===== config.mk =====
export PLATFORM = sky130hd
export DESIGN_NAME = gf2_matmul_seq
export DESIGN_NICKNAME = d
export VERILOG_FILES = /design/src/rtl/gf2_matmul_seq.sv
export SDC_FILE = /design/constraint.sdc
export NUM_CORES = 1
export LEC_CHECK = 0
export CORE_UTILIZATION = 50
export CTS_BUF_LIST = sky130_fd_sc_hd__clkbuf_4
export CTS_CLUSTER_SIZE = 25
export DETAILED_ROUTE_END_ITERATION = 10
export PLACE_DENSITY_LB_ADDON = 0.1
export SLEW_MARGIN = 20
export SYNTH_ARGS = -nofsm -noshare
export SYNTH_HDL_FRONTEND = slang
export SYNTH_SLANG_ARGS = --single-unit

===== constraint.sdc =====
create_clock -name clk -period 2.7 [get_ports clk]
set_input_delay 0.405 -clock clk [delete_from_list [all_inputs] [get_ports clk]]
set_output_delay 0.405 -clock clk [all_outputs]
set_load 0.02 [all_outputs]

===== src/rtl/gf2_matmul_seq.sv =====
`default_nettype none
// ============================================================================
// Module      : gf2_matmul_seq
// Description : Sequenced N x N matrix multiplier over GF(2). A and B are
//               loaded as row-major bit streams, C = A x B is computed one
//               element per cycle, and C is streamed out with backpressure.
// Revision    : 1.0 - initial release
// ============================================================================
module gf2_matmul_seq #(
    parameter int N = 4
) (
    input  logic clk,
    input  logic rst_n,
    input  logic start,
    input  logic in_valid,
    input  logic a_in,
    input  logic b_in,
    output logic in_ready,
    output logic c_out,
    output logic c_valid,
    input  logic c_ready,
    output logic busy,
    output logic done
);

    localparam int NN = N * N;
    localparam int CW = $clog2(N * N + 1);

    localparam logic [1:0] c_IDLE    = 2'd0;
    localparam logic [1:0] c_LOAD    = 2'd1;
    localparam logic [1:0] c_COMPUTE = 2'd2;
    localparam logic [1:0] c_DRAIN   = 2'd3;

    localparam logic [CW-1:0] c_LAST = CW'(NN - 1);

    logic [1:0]    r_state;
    logic [CW-1:0] r_cnt;
    logic [NN-1:0] r_a;
    logic [NN-1:0] r_b;
    logic [NN-1:0] r_c;
    logic          r_done;

    logic w_load_xfer;
    logic w_drain_xfer;
    logic w_last;
    logic w_dot;
    logic w_cbit;

    assign w_load_xfer  = (r_state == c_LOAD) && in_valid;
    assign w_drain_xfer = (r_state == c_DRAIN) && c_ready;
    assign w_last       = (r_cnt == c_LAST);

    // Dot product of row i of A with column j of B for the element under the counter
    always_comb begin
        w_dot = 1'b0;
        for (int e = 0; e < NN; e++) begin
            if (r_cnt == CW'(e)) begin
                for (int k = 0; k < N; k++) begin
                    w_dot = w_dot ^ (r_a[(e / N) * N + k] & r_b[k * N + (e % N)]);
                end
            end
        end
    end

    // Select the C element under the counter for the output stream
    always_comb begin
        w_cbit = 1'b0;
        for (int e = 0; e < NN; e++) begin
            if (r_cnt == CW'(e)) begin
                w_cbit = r_c[e];
            end
        end
    end

    // Sequencer: state, shared element counter and the done pulse
    always_ff @(posedge clk or negedge rst_n) begin
        if (!rst_n) begin
            r_state <= c_IDLE;
            r_cnt   <= '0;
            r_done  <= 1'b0;
        end else begin
            r_done <= 1'b0;
            case (r_state)
                c_IDLE: begin
                    r_cnt <= '0;
                    if (start) begin
                        r_state <= c_LOAD;
                    end
                end
                c_LOAD: begin
                    if (w_load_xfer) begin
                        if (w_last) begin
                            r_state <= c_COMPUTE;
                            r_cnt   <= '0;
                        end else begin
                            r_cnt <= r_cnt + 1'b1;
                        end
                    end
                end
                c_COMPUTE: begin
                    if (w_last) begin
                        r_state <= c_DRAIN;
                        r_cnt   <= '0;
                    end else begin
                        r_cnt <= r_cnt + 1'b1;
                    end
                end
                c_DRAIN: begin
                    if (w_drain_xfer) begin
                        if (w_last) begin
                            r_state <= c_IDLE;
                            r_cnt   <= '0;
                            r_done  <= 1'b1;
                        end else begin
                            r_cnt <= r_cnt + 1'b1;
                        end
                    end
                end
                default: begin
                    r_state <= c_IDLE;
                    r_cnt   <= '0;
                end
            endcase
        end
    end

    // Matrix storage: A/B written on load transfers, C written during compute.
    // Not cleared between operations since every element is rewritten before use.
    always_ff @(posedge clk or negedge rst_n) begin
        if (!rst_n) begin
            r_a <= '0;
            r_b <= '0;
            r_c <= '0;
        end else begin
            for (int e = 0; e < NN; e++) begin
                if (r_cnt == CW'(e)) begin
                    if (w_load_xfer) begin
                        r_a[e] <= a_in;
                        r_b[e] <= b_in;
                    end
                    if (r_state == c_COMPUTE) begin
                        r_c[e] <= w_dot;
                    end
                end
            end
        end
    end

    assign in_ready = (r_state == c_LOAD);
    assign c_valid  = (r_state == c_DRAIN);
    assign c_out    = (r_state == c_DRAIN) ? w_cbit : 1'b0;
    assign busy     = (r_state != c_IDLE);
    assign done     = r_done;

endmodule
`default_nettype wire

==> run summary, run 1 <==
Clock Root Buffer: clkbuf_4
DR pass1 iterations: 4
Final worst slack: -0.373 ns
Hold Violations, Final: 0
Largest net degree at the start of global routing: 57
GR Layer Usage met1: 33.8%
Fin crit period: 3.07 ns
Library cells used by synthesis: 49
Gpl congestion: 0.920
# fillers: 581
RSZ-0062 raised after global routing: yes
Clock Latency Late Sink: 0.38 ns
Vias: 3,199
Mean post-synth cell area: 9.33 um^2
Failing checks: negative setup slack
Hpwl dp: 7400 um
Die Area: 7740 um^2
Total clock sinks: 56
Initial DRC count: 147
Gr busiest metal: met2
DRT Wirelength: 9920 um
R2R Setup Slk: -0.05 ns
Lkg Pwr: 2.04 nW
Capturing point of the worst reg2reg path: r_c[12]
Crit path launch: r_cnt[0]
Hold Path Class: primary input to asynchronous set/reset pin
Core area: 6980 um^2
EDFF count, synth: 0
Syn Inst Count: 396
Initial antenna violation count: 0
R2r startpoint: r_cnt[1]
CTS Hold Bufs: 0
Die width: 88.0 um
Met3 Use GR: 3.20%
Max Fanout on Critical Path: 3
Setup violators final: 9
Worst-Margin Slew: 0.713 ns
Area leader, netlist: dfrtp_1
Starting Density: 52.9%
TNS Setup: -0.617 ns
Num rows: 30
Final cell area excluding filler cells: 4720 um^2
Startpoint types: register
CP endpoint kind: output pin
# IOs: 12
Slew Limit Headroom: 52.5%
Cts bufs inserted: 5
CP cell instances: inv_2 -> ha_4 -> nand2b_4 -> nor3_4 -> a32o_1 -> a222oi_1 -> o21ai_1 -> o211ai_1 -> a221oi_2 -> a2111oi_2 -> a2111oi_2 -> buf_2
TritonCTS clock tree: built
CP Capture Point: c_out
P&R area growth vs syn: 27.9%
Worst Path Required: 2.30 ns
Setup Skew: 0.0164 ns
Ys Warns: 0
Top cells by area, synth: dfrtp_1, mux2_2, nand2_1
Total power: 4.88 mW
Peak VDD IR: 0.554 mV
Max-slew violation count: 0
Grt total ovfl: 0
IO buf count: 11
Bufs on Longest Clock Path: 2
Worst endpoint data arrival time: 2.67 ns
Wire per inst: 17.4 um
Post-route ant nets: 0
Clock slew at reported path FFs: 0.16 ns
Vias in the first global route: 3,073
Die height: 88.0 um
First-pass GRT wire length: 15,500 um
Yosys reg bits: 56
Area of the mapped netlist: 3690 um^2
Synth top area share: 37.9%
Share of cells above drive strength 1: 32.3%
DRC: 0
Outcome: finished, violations left
H-tree lvl count: 2
GRT Overall Usage: 26.6%
Tcrit/Tclk final: 114%
Ys async rst share: 100%
Pre-CTS setup slack: -0.432 ns
Path depth of the worst reg2reg path: 14
Drt via density: 5.61
Final nets: 490
Maxcap violations: 0
CP dominant cell by count: a2111oi_2
PD cells: 1030 nW/um^2
Seq/Total Area, Yosys: 37.9%
Syn_nets: 412
Highest Clock Rate: 0.325 GHz
CP max stage cell: dfrtp_2
Setup CP Type: register to output pin
Max incr delay on CP: 0.47 ns
Placed inst area: 4410 um^2
Main flop type after synthesis: dfrtp_1
GR Layer Usage met2: 47.0%
Final design utilization: 67.7%
N_diodes: 0
per-layer routing:
metal  wire [um]  share of wire, %
met1        4310                43
met3         390               3.9
met4         225               2.3
met2        4990                50
met5           0                 0
flip-flops by register name (all words and copies together) (netlist names):
name and flops:
r_a 16, r_b 16, r_c 16, r_cnt 5, r_state 2, done 1
power breakdown:
group | internal [mW] | leakage [nW] | switching [mW] | total [mW]
combinational | 1.48 | 1.28 | 1.49 | 2.97
clock | 0.0920 | 0.0261 | 0.256 | 0.348
sequential | 1.17 | 0.732 | 0.393 | 1.56
total | 2.74 | 2.04 | 2.14 | 4.88
cell usage after synthesis, drive strengths merged (11+ instances only):
cell type,number
dfrtp,56
inv,11
mux2,33
nand2,88
nor2,16
nor3,15
xnor2,39
xor2,15
kinds of logic (layout without fill, tap and decap cells):
logic type,count (synthesis),in the layout,share of synthesized area [%]
buffers and inverters,24,101,2.88
AOI/OAI and AO/OA,57,57,11.2
DFF,56,56,37.9
and+or+nand+nor,162,163,20.5
xor gates and xnor gates,55,55,14.4
muxes,33,33,10.1
adders and majority gates,9,9,3.05
stage by stage:
stage          cells  hold WS (ns)
4_1_cts          565         0.168
6_report         570         0.147
2_1_floorplan    396         0.109
5_1_grt          570         0.177
3_5_place_dp     558         0.504
3_3_place_gp     558         0.468
layout by cell type (no fill, tap or decap), types with 3 or more instances in the layout:
cell type | netlist | final
clkbuf_4 | 0 | 5
clkdlybuf4s50_1 | 0 | 9
nand2_1 | 88 | 87
o21ai_0 | 7 | 4
o21a_1 | 3 | 3
xnor2_1 | 37 | 36
and3_1 | 8 | 7
o21ai_1 | 1 | 3
dfrtp_1 | 56 | 55
nor3_1 | 11 | 10
nor4_1 | 5 | 4
o31ai_1 | 3 | 3
ha_1 | 9 | 6
a211o_1 | 5 | 5
xor2_1 | 15 | 12
nand3_1 | 9 | 9
nor3_4 | 1 | 4
nor2b_1 | 4 | 3
buf_4 | 2 | 63
nor2_1 | 16 | 14
buf_6 | 1 | 7
mux2_2 | 33 | 33
a31oi_1 | 6 | 5
a21oi_1 | 9 | 9
inv_1 | 11 | 9
and2_1 | 9 | 7
a41oi_2 | 1 | 3
worst min path at each step:
stage / startpoint / to / cells past startpoint
finish: rst_n / done / 2
global route: rst_n / done / 2
CTS: rst_n / r_cnt[0] / 2
detailed placement: r_c[7] / r_c[7] / 2
global placement: r_c[7] / r_c[7] / 2
floorplan: rst_n / done / 0
critical path: cells and delay by family, from the launching register on:
kind | cells | cell delay [ns]
simple gates | 2 | 0.25
buf+inv | 2 | 0.30
compound gates | 7 | 1.13
flops | 1 | 0.47
fa+ha+maj | 1 | 0.14
timing repair:
action	4_1_cts	5_1_grt
setup buffers	0	4
pin swaps	4	9
gates resized for setup	14	34
cloned	0	2
endpoints found under the setup margin	12	16
area by class of cell:
type                       count  area (um^2)  share of cell area (%)
multi-input combinational    317         2420                    51.2
inverter                      11         41.3                   0.874
sequential                    56         1400                    29.7
tap                           96          120                    2.54
timing repair buffer          83          697                    14.8
clock inverter                 2         7.51                   0.159
clock buffer                   5         37.5                   0.794
Note: power is estimated with default switching activity, not from simulation.
==> run 2: changes to the inputs <==
- CORE_UTILIZATION: 50 -> 45
- SKIP_CTS_REPAIR_TIMING: unset -> 1
- clock period: 2.7 -> 3.25 ns (I/O delays scaled with it)
==> run 2 against run 1 <==
- the run now ends clean
- clock skew is 0.0031 ns lower
- sequential share of layout area grew 2.7 points
- global-route usage is 2.6 points lower
- worst setup slack improved by 0.50 ns
- register-to-register slack improved by 0.32 ns
- cell count is 3.9% lower
- cell area is 8.3% lower
- non-clock buffer count down 28
- flip-flop and latch count unchanged
- die area up 11%
- first-iteration DRC count grew 65%
- count of clock-buffer cells in the layout did not move
- critical endpoint unchanged
==> run summary, run 2 (synthesized netlist as in run 1, its figures left out) <==
Num rows: 32 (+6.7%)
Cts bufs inserted: 5 (unchanged)
Worst-Margin Slew: 0.722 ns (+0.00900 ns)
Drt via density: 5.60 (-0.24%)
Most common cell after layout, fill and taps aside: nand2_1
Vias: 3,068 (-4.1%)
N_diodes: 0 (unchanged)
Pre-CTS setup slack: -0.0957 ns (+0.336 ns)
Tcrit/Tclk final: 96.2%
# IOs: 12 (unchanged)
Startpoint types: register
Regs by FF count: r_a x16, r_b x16, r_c x16
Hold slack: 0.0927 ns (-0.0543 ns)
GRT Overall Usage: 24.0% (-2.6 points)
Total clock sinks: 56 (unchanged)
Worst Path Required: 2.76 ns (+0.46 ns)
IO buf count: 11 (unchanged)
Vias in the first global route: 2,913 (-5.2%)
Final nets: 461 (-5.9%)
Max-slew violation count: 0 (unchanged)
Share of cells above drive strength 1: 24.7% (-7.6 points)
Peak VDD IR: 0.426 mV (-23%)
Clock Latency Late Sink: 0.38 ns (about the same)
Final worst slack: 0.124 ns (+0.497 ns)
Slew Limit Headroom: 51.9% (-0.60 points)
Initial DRC count: 242 (+65%)
Core area: 7850 um^2 (+12%)
Die width: 92.6 um (+5.3%)
Starting Density: 47.1% (-5.8 points)
DRT Wirelength: 9640 um (-2.8%)
CP Capture Point: c_out
Die Area: 8580 um^2 (+11%)
TritonCTS clock tree: built
First-pass GRT wire length: 15,600 um (+1.0%)
Most frequent cells in the layout: nand2_1, dfrtp_1, buf_4
Total power: 3.79 mW (-22%)
Clock slew at reported path FFs: 0.17 ns (about the same)
Bufs on Longest Clock Path: 2 (unchanged)
Lkg Pwr: 1.84 nW (-9.5%)
CP endpoint kind: output pin
Grt total ovfl: 0 (unchanged)
Sw Ratio: 43.6% (-0.14 points)
Initial antenna violation count: 0 (unchanged)
Sequential share of power: 35.8% (+3.8 points)
Comb pwr share: 53.9% (-6.9 points)
Post-Layout Cell Count: 548 (-3.9%)
Setup violators final: 0 (-9)
Post-route ant nets: 0 (unchanged)
Capturing point of the worst reg2reg path: r_c[8]
Die height: 92.6 um (+5.3%)
# fillers: 748 (+29%)
Clock Root Buffer: clkbuf_4
Setup Skew: 0.0133 ns (-0.00310 ns)
Highest Clock Rate: 0.320 GHz
Internal Pwr Total: 2.14 mW (-22%)
Maxcap violations: 0 (unchanged)
Hpwl dp: 7200 um (-2.7%)
R2R Setup Slk: 0.27 ns (+0.32 ns)
Outcome: complete, no violations
R2r startpoint: r_cnt[0]
Placed insts: 539 (-3.4%)
Hold Path Class: primary input to asynchronous set/reset pin
Clock power share: 10.3% (+3.2 points)
DR pass1 iterations: 5 (+1)
Setup CP Type: register to output pin
H-tree lvl count: 2 (unchanged)
Gpl congestion: 0.876 (-4.8%)
Sw Pwr: 1.65 mW (-23%)
P&R area growth vs syn: 17.2%
Max Fanout on Critical Path: 3 (unchanged)
Largest net degree at the start of global routing: 49 (-14%)
Path depth of the worst reg2reg path: 12 (-2)
Crit path launch: r_cnt[0]
Worst endpoint data arrival time: 2.64 ns (-0.03 ns)
PD cells: 875 nW/um^2 (-15%)
DRC: 0 (unchanged)
Wire per inst: 17.6 um (+1.1%)
Fin crit period: 3.13 ns
TNS Setup: 0 ns (+0.617 ns)
Hold Violations, Final: 0 (unchanged)
run 2: worst max-delay path, stage by stage (launching register included):
cell	delay (ns)
dfrtp_1	0.44
inv_2	0.07
ha_2	0.17
nand2b_1	0.09
nor3_2	0.21
a32o_1	0.20
a222oi_1	0.08
o21ai_1	0.13
o211ai_1	0.12
a221oi_2	0.27
a2111oi_2	0.07
a2111oi_2	0.21
buf_2	0.22
run 2: power by group through the flow:
| stage | clock, mW | combinational [mW] | sequential, mW |
|---|---|---|---|
| CTS | 0.405 | 1.98 | 1.33 |
| global route | 0.425 | 2.23 | 1.39 |
| floorplan | 0 | 1.38 | 1.20 |
| global placement | 0 | 1.94 | 1.34 |
| detailed placement | 0 | 1.97 | 1.35 |
| finish | 0.390 | 2.04 | 1.36 |
run 2: final cells by class:
| class | count | area, um^2 | area share [%] |
|---|---|---|---|
| clock buffers | 5 | 37.5 | 0.867 |
| clock inverters | 3 | 42.5 | 0.982 |
| inverters | 11 | 41.3 | 0.953 |
| multi-input cells | 316 | 2250 | 51.9 |
| flip-flops and latches | 56 | 1400 | 32.4 |
| well taps | 102 | 128 | 2.95 |
| repair buffers | 55 | 433 | 10.0 |
run 2: worst min-delay path by stage:
stage                     depth (start not counted)  startpoint      end
after floorplan                                   0       rst_n     done
after global placement                            2      r_c[7]   r_c[7]
after detailed placement                          2      r_c[7]   r_c[7]
after CTS                                         1       rst_n  r_c[15]
after global routing                              1       rst_n  r_c[15]
final                                             1       rst_n  r_c[15]
run 2: layer usage:
metal	wire (um)	vias to the layer above	GRT usage, %
met3	373	8	3.45
met4	116	0	5.26
li1	-	1475	-
met2	4430	84	37.8
met1	4720	1501	35.1
met5	0	-	0
run 2: per-stage QoR:
step / util [%] / cell area (um^2)
final: 55.2 / 4330
after global routing: 55.2 / 4330
after CTS: 54.4 / 4270
after detailed placement: 53.4 / 4190
after global placement: 53.4 / 4190
after floorplan: - / 3700
==> run 3: changes to the inputs <==
- clock period: 3.25 -> 3.14 ns (I/O delays scaled with it)
==> run 3 against run 2 <==
- via count down 0.88%
- flip-flop and latch count unchanged
- critical path depth down 1
- critical endpoint unchanged
- largest power group unchanged
- highest routed layer unchanged
==> run summary, run 3 (synthesized netlist as in run 1, its figures left out) <==
Outcome: complete, no violations
Setup violators final: 0 (unchanged)
Path depth of the worst reg2reg path: 11 (-1)
Wire per inst: 17.2 um (-2.1%)
Max Fanout on Critical Path: 6 (+3)
CP endpoint kind: output pin
Post-Layout Cell Count: 554 (+1.1%)
Vias in the first global route: 2,896 (-0.58%)
IO buf count: 11 (unchanged)
N_diodes: 0 (unchanged)
Die height: 92.6 um (unchanged)
TNS Setup: 0 ns (unchanged)
PD cells: 889 nW/um^2 (+1.6%)
Clock Root Buffer: clkbuf_4
Final nets: 467 (+1.3%)
Die width: 92.6 um (unchanged)
R2r startpoint: r_cnt[0]
Setup CP Type: register to output pin
Initial antenna violation count: 0 (unchanged)
Vias: 3,041 (-0.88%)
Tcrit/Tclk final: 99.9%
Multi-input logic area: 2220 um^2 (-1.1%)
H-tree lvl count: 2 (unchanged)
Share of cells above drive strength 1: 24.1% (-0.55 points)
Worst endpoint data arrival time: 2.67 ns (+0.03 ns)
Initial DRC count: 201 (-17%)
DR pass1 iterations: 4 (-1)
Placed insts: 544 (+0.93%)
Hpwl dp: 7400 um (+2.8%)
Final worst slack: 0.00299 ns (-0.121 ns)
Startpoint types: register
# IOs: 12 (unchanged)
Highest Clock Rate: 0.319 GHz
Clock slew at reported path FFs: 0.17 ns (about the same)
Hold Violations, Final: 0 (unchanged)
Lkg Pwr: 1.89 nW (+2.6%)
FF+latch area: 1400 um^2 (about the same)
Gpl congestion: 0.878 (+0.23%)
DRC: 0 (unchanged)
Peak VDD IR: 0.508 mV (+19%)
Largest net degree at the start of global routing: 20 (-59%)
Starting Density: 47.1% (unchanged)
Most common cell after layout, fill and taps aside: nand2_1
R2R Setup Slk: 0.18 ns (-0.09 ns)
Core area: 7850 um^2 (unchanged)
Max-slew violation count: 0 (unchanged)
Bufs on Longest Clock Path: 2 (unchanged)
Hold Path Class: primary input to asynchronous set/reset pin
Num rows: 32 (unchanged)
Worst Path Required: 2.67 ns (-0.09 ns)
# fillers: 740 (-1.1%)
Most frequent cells in the layout: nand2_1, dfrtp_1, buf_4
First-pass GRT wire length: 15,700 um (+0.53%)
Worst-Margin Slew: 0.653 ns (-0.0685 ns)
Capturing point of the worst reg2reg path: r_c[8]
Slew Limit Headroom: 56.4% (+4.6 points)
Pre-CTS setup slack: -0.202 ns (-0.107 ns)
Maxcap violations: 0 (unchanged)
Cts bufs inserted: 5 (unchanged)
Fin crit period: 3.14 ns
Die Area: 8580 um^2 (unchanged)
RSZ-0062 raised after global routing: yes
Drt via density: 5.49 (-2.0%)
Post-route ant nets: 0 (unchanged)
Grt total ovfl: 0 (unchanged)
Total clock sinks: 56 (unchanged)
TritonCTS clock tree: built
Total power: 3.91 mW (+3.1%)
DRT Wirelength: 9540 um (-1.0%)
Clock Latency Late Sink: 0.38 ns (about the same)
Regs by FF count: r_a x16, r_b x16, r_c x16
P&R area growth vs syn: 18.9%
Setup Skew: 0.00514 ns (-0.00819 ns)
Final design utilization: 56.0% (+0.81 points)
GRT Overall Usage: 24.2% (+0.16 points)
==> run 3: layout make-up <==
type                       instances  area share (%)
inverter                          11           0.940
multi-input combinational        316            50.6
timing repair buffer              61            11.8
clock inverter                     3            1.05
clock buffer                       5           0.854
tap                              102            2.90
sequential                        56            31.9
==> run 3: critical path, cell delays in order, from the launching register on <==
cell and delay [ns]:
dfrtp_1 0.44, inv_1 0.08, ha_1 0.27, a21o_1 0.17
a32o_1 0.19, a222oi_1 0.27, o21ai_1 0.12, o211ai_1 0.11
a221oi_2 0.09, a2111oi_2 0.29, a2111oi_2 0.08, buf_2 0.17
==> run 3: through the flow <==
step | area (um^2) | hold WS (ns)
after detailed placement | 4270 | 0.416
after global placement | 4210 | 0.477
after global routing | 4390 | 0.517
final | 4390 | 0.512
after floorplan | 3700 | 0.175
after CTS | 4350 | -0.0106
==> run 3: where the power goes <==
group	total (mW)	internal [mW]	leakage (nW)	switching (mW)
registers	1.39	1.00	0.733	0.387
clock network	0.415	0.171	0.0418	0.244
logic	2.10	1.03	1.11	1.07
total	3.91	2.21	1.89	1.70
==> run 3: worst max-delay path by stage <==
stage	startpoint	endpoint	slack, ns	cells past startpoint
3_5_place_dp	r_cnt[0]	c_out	-0.20	11
5_1_grt	r_cnt[3]	c_out	-0.20	9
4_1_cts	r_cnt[0]	c_out	-0.67	11
6_report	r_cnt[0]	c_out	0.003	11
3_3_place_gp	r_cnt[0]	c_out	-0.16	12
2_1_floorplan	r_cnt[0]	c_out	0.1	11
==> run 3: per-layer routing <==
layer / up-vias / wire length, um / track usage (%)
met2: 65 / 4290 / 37.2
met5: - / 0 / 0
met3: 11 / 480 / 2.96
met1: 1480 / 4660 / 36.2
li1: 1485 / - / -
met4: 0 / 120 / 5.77
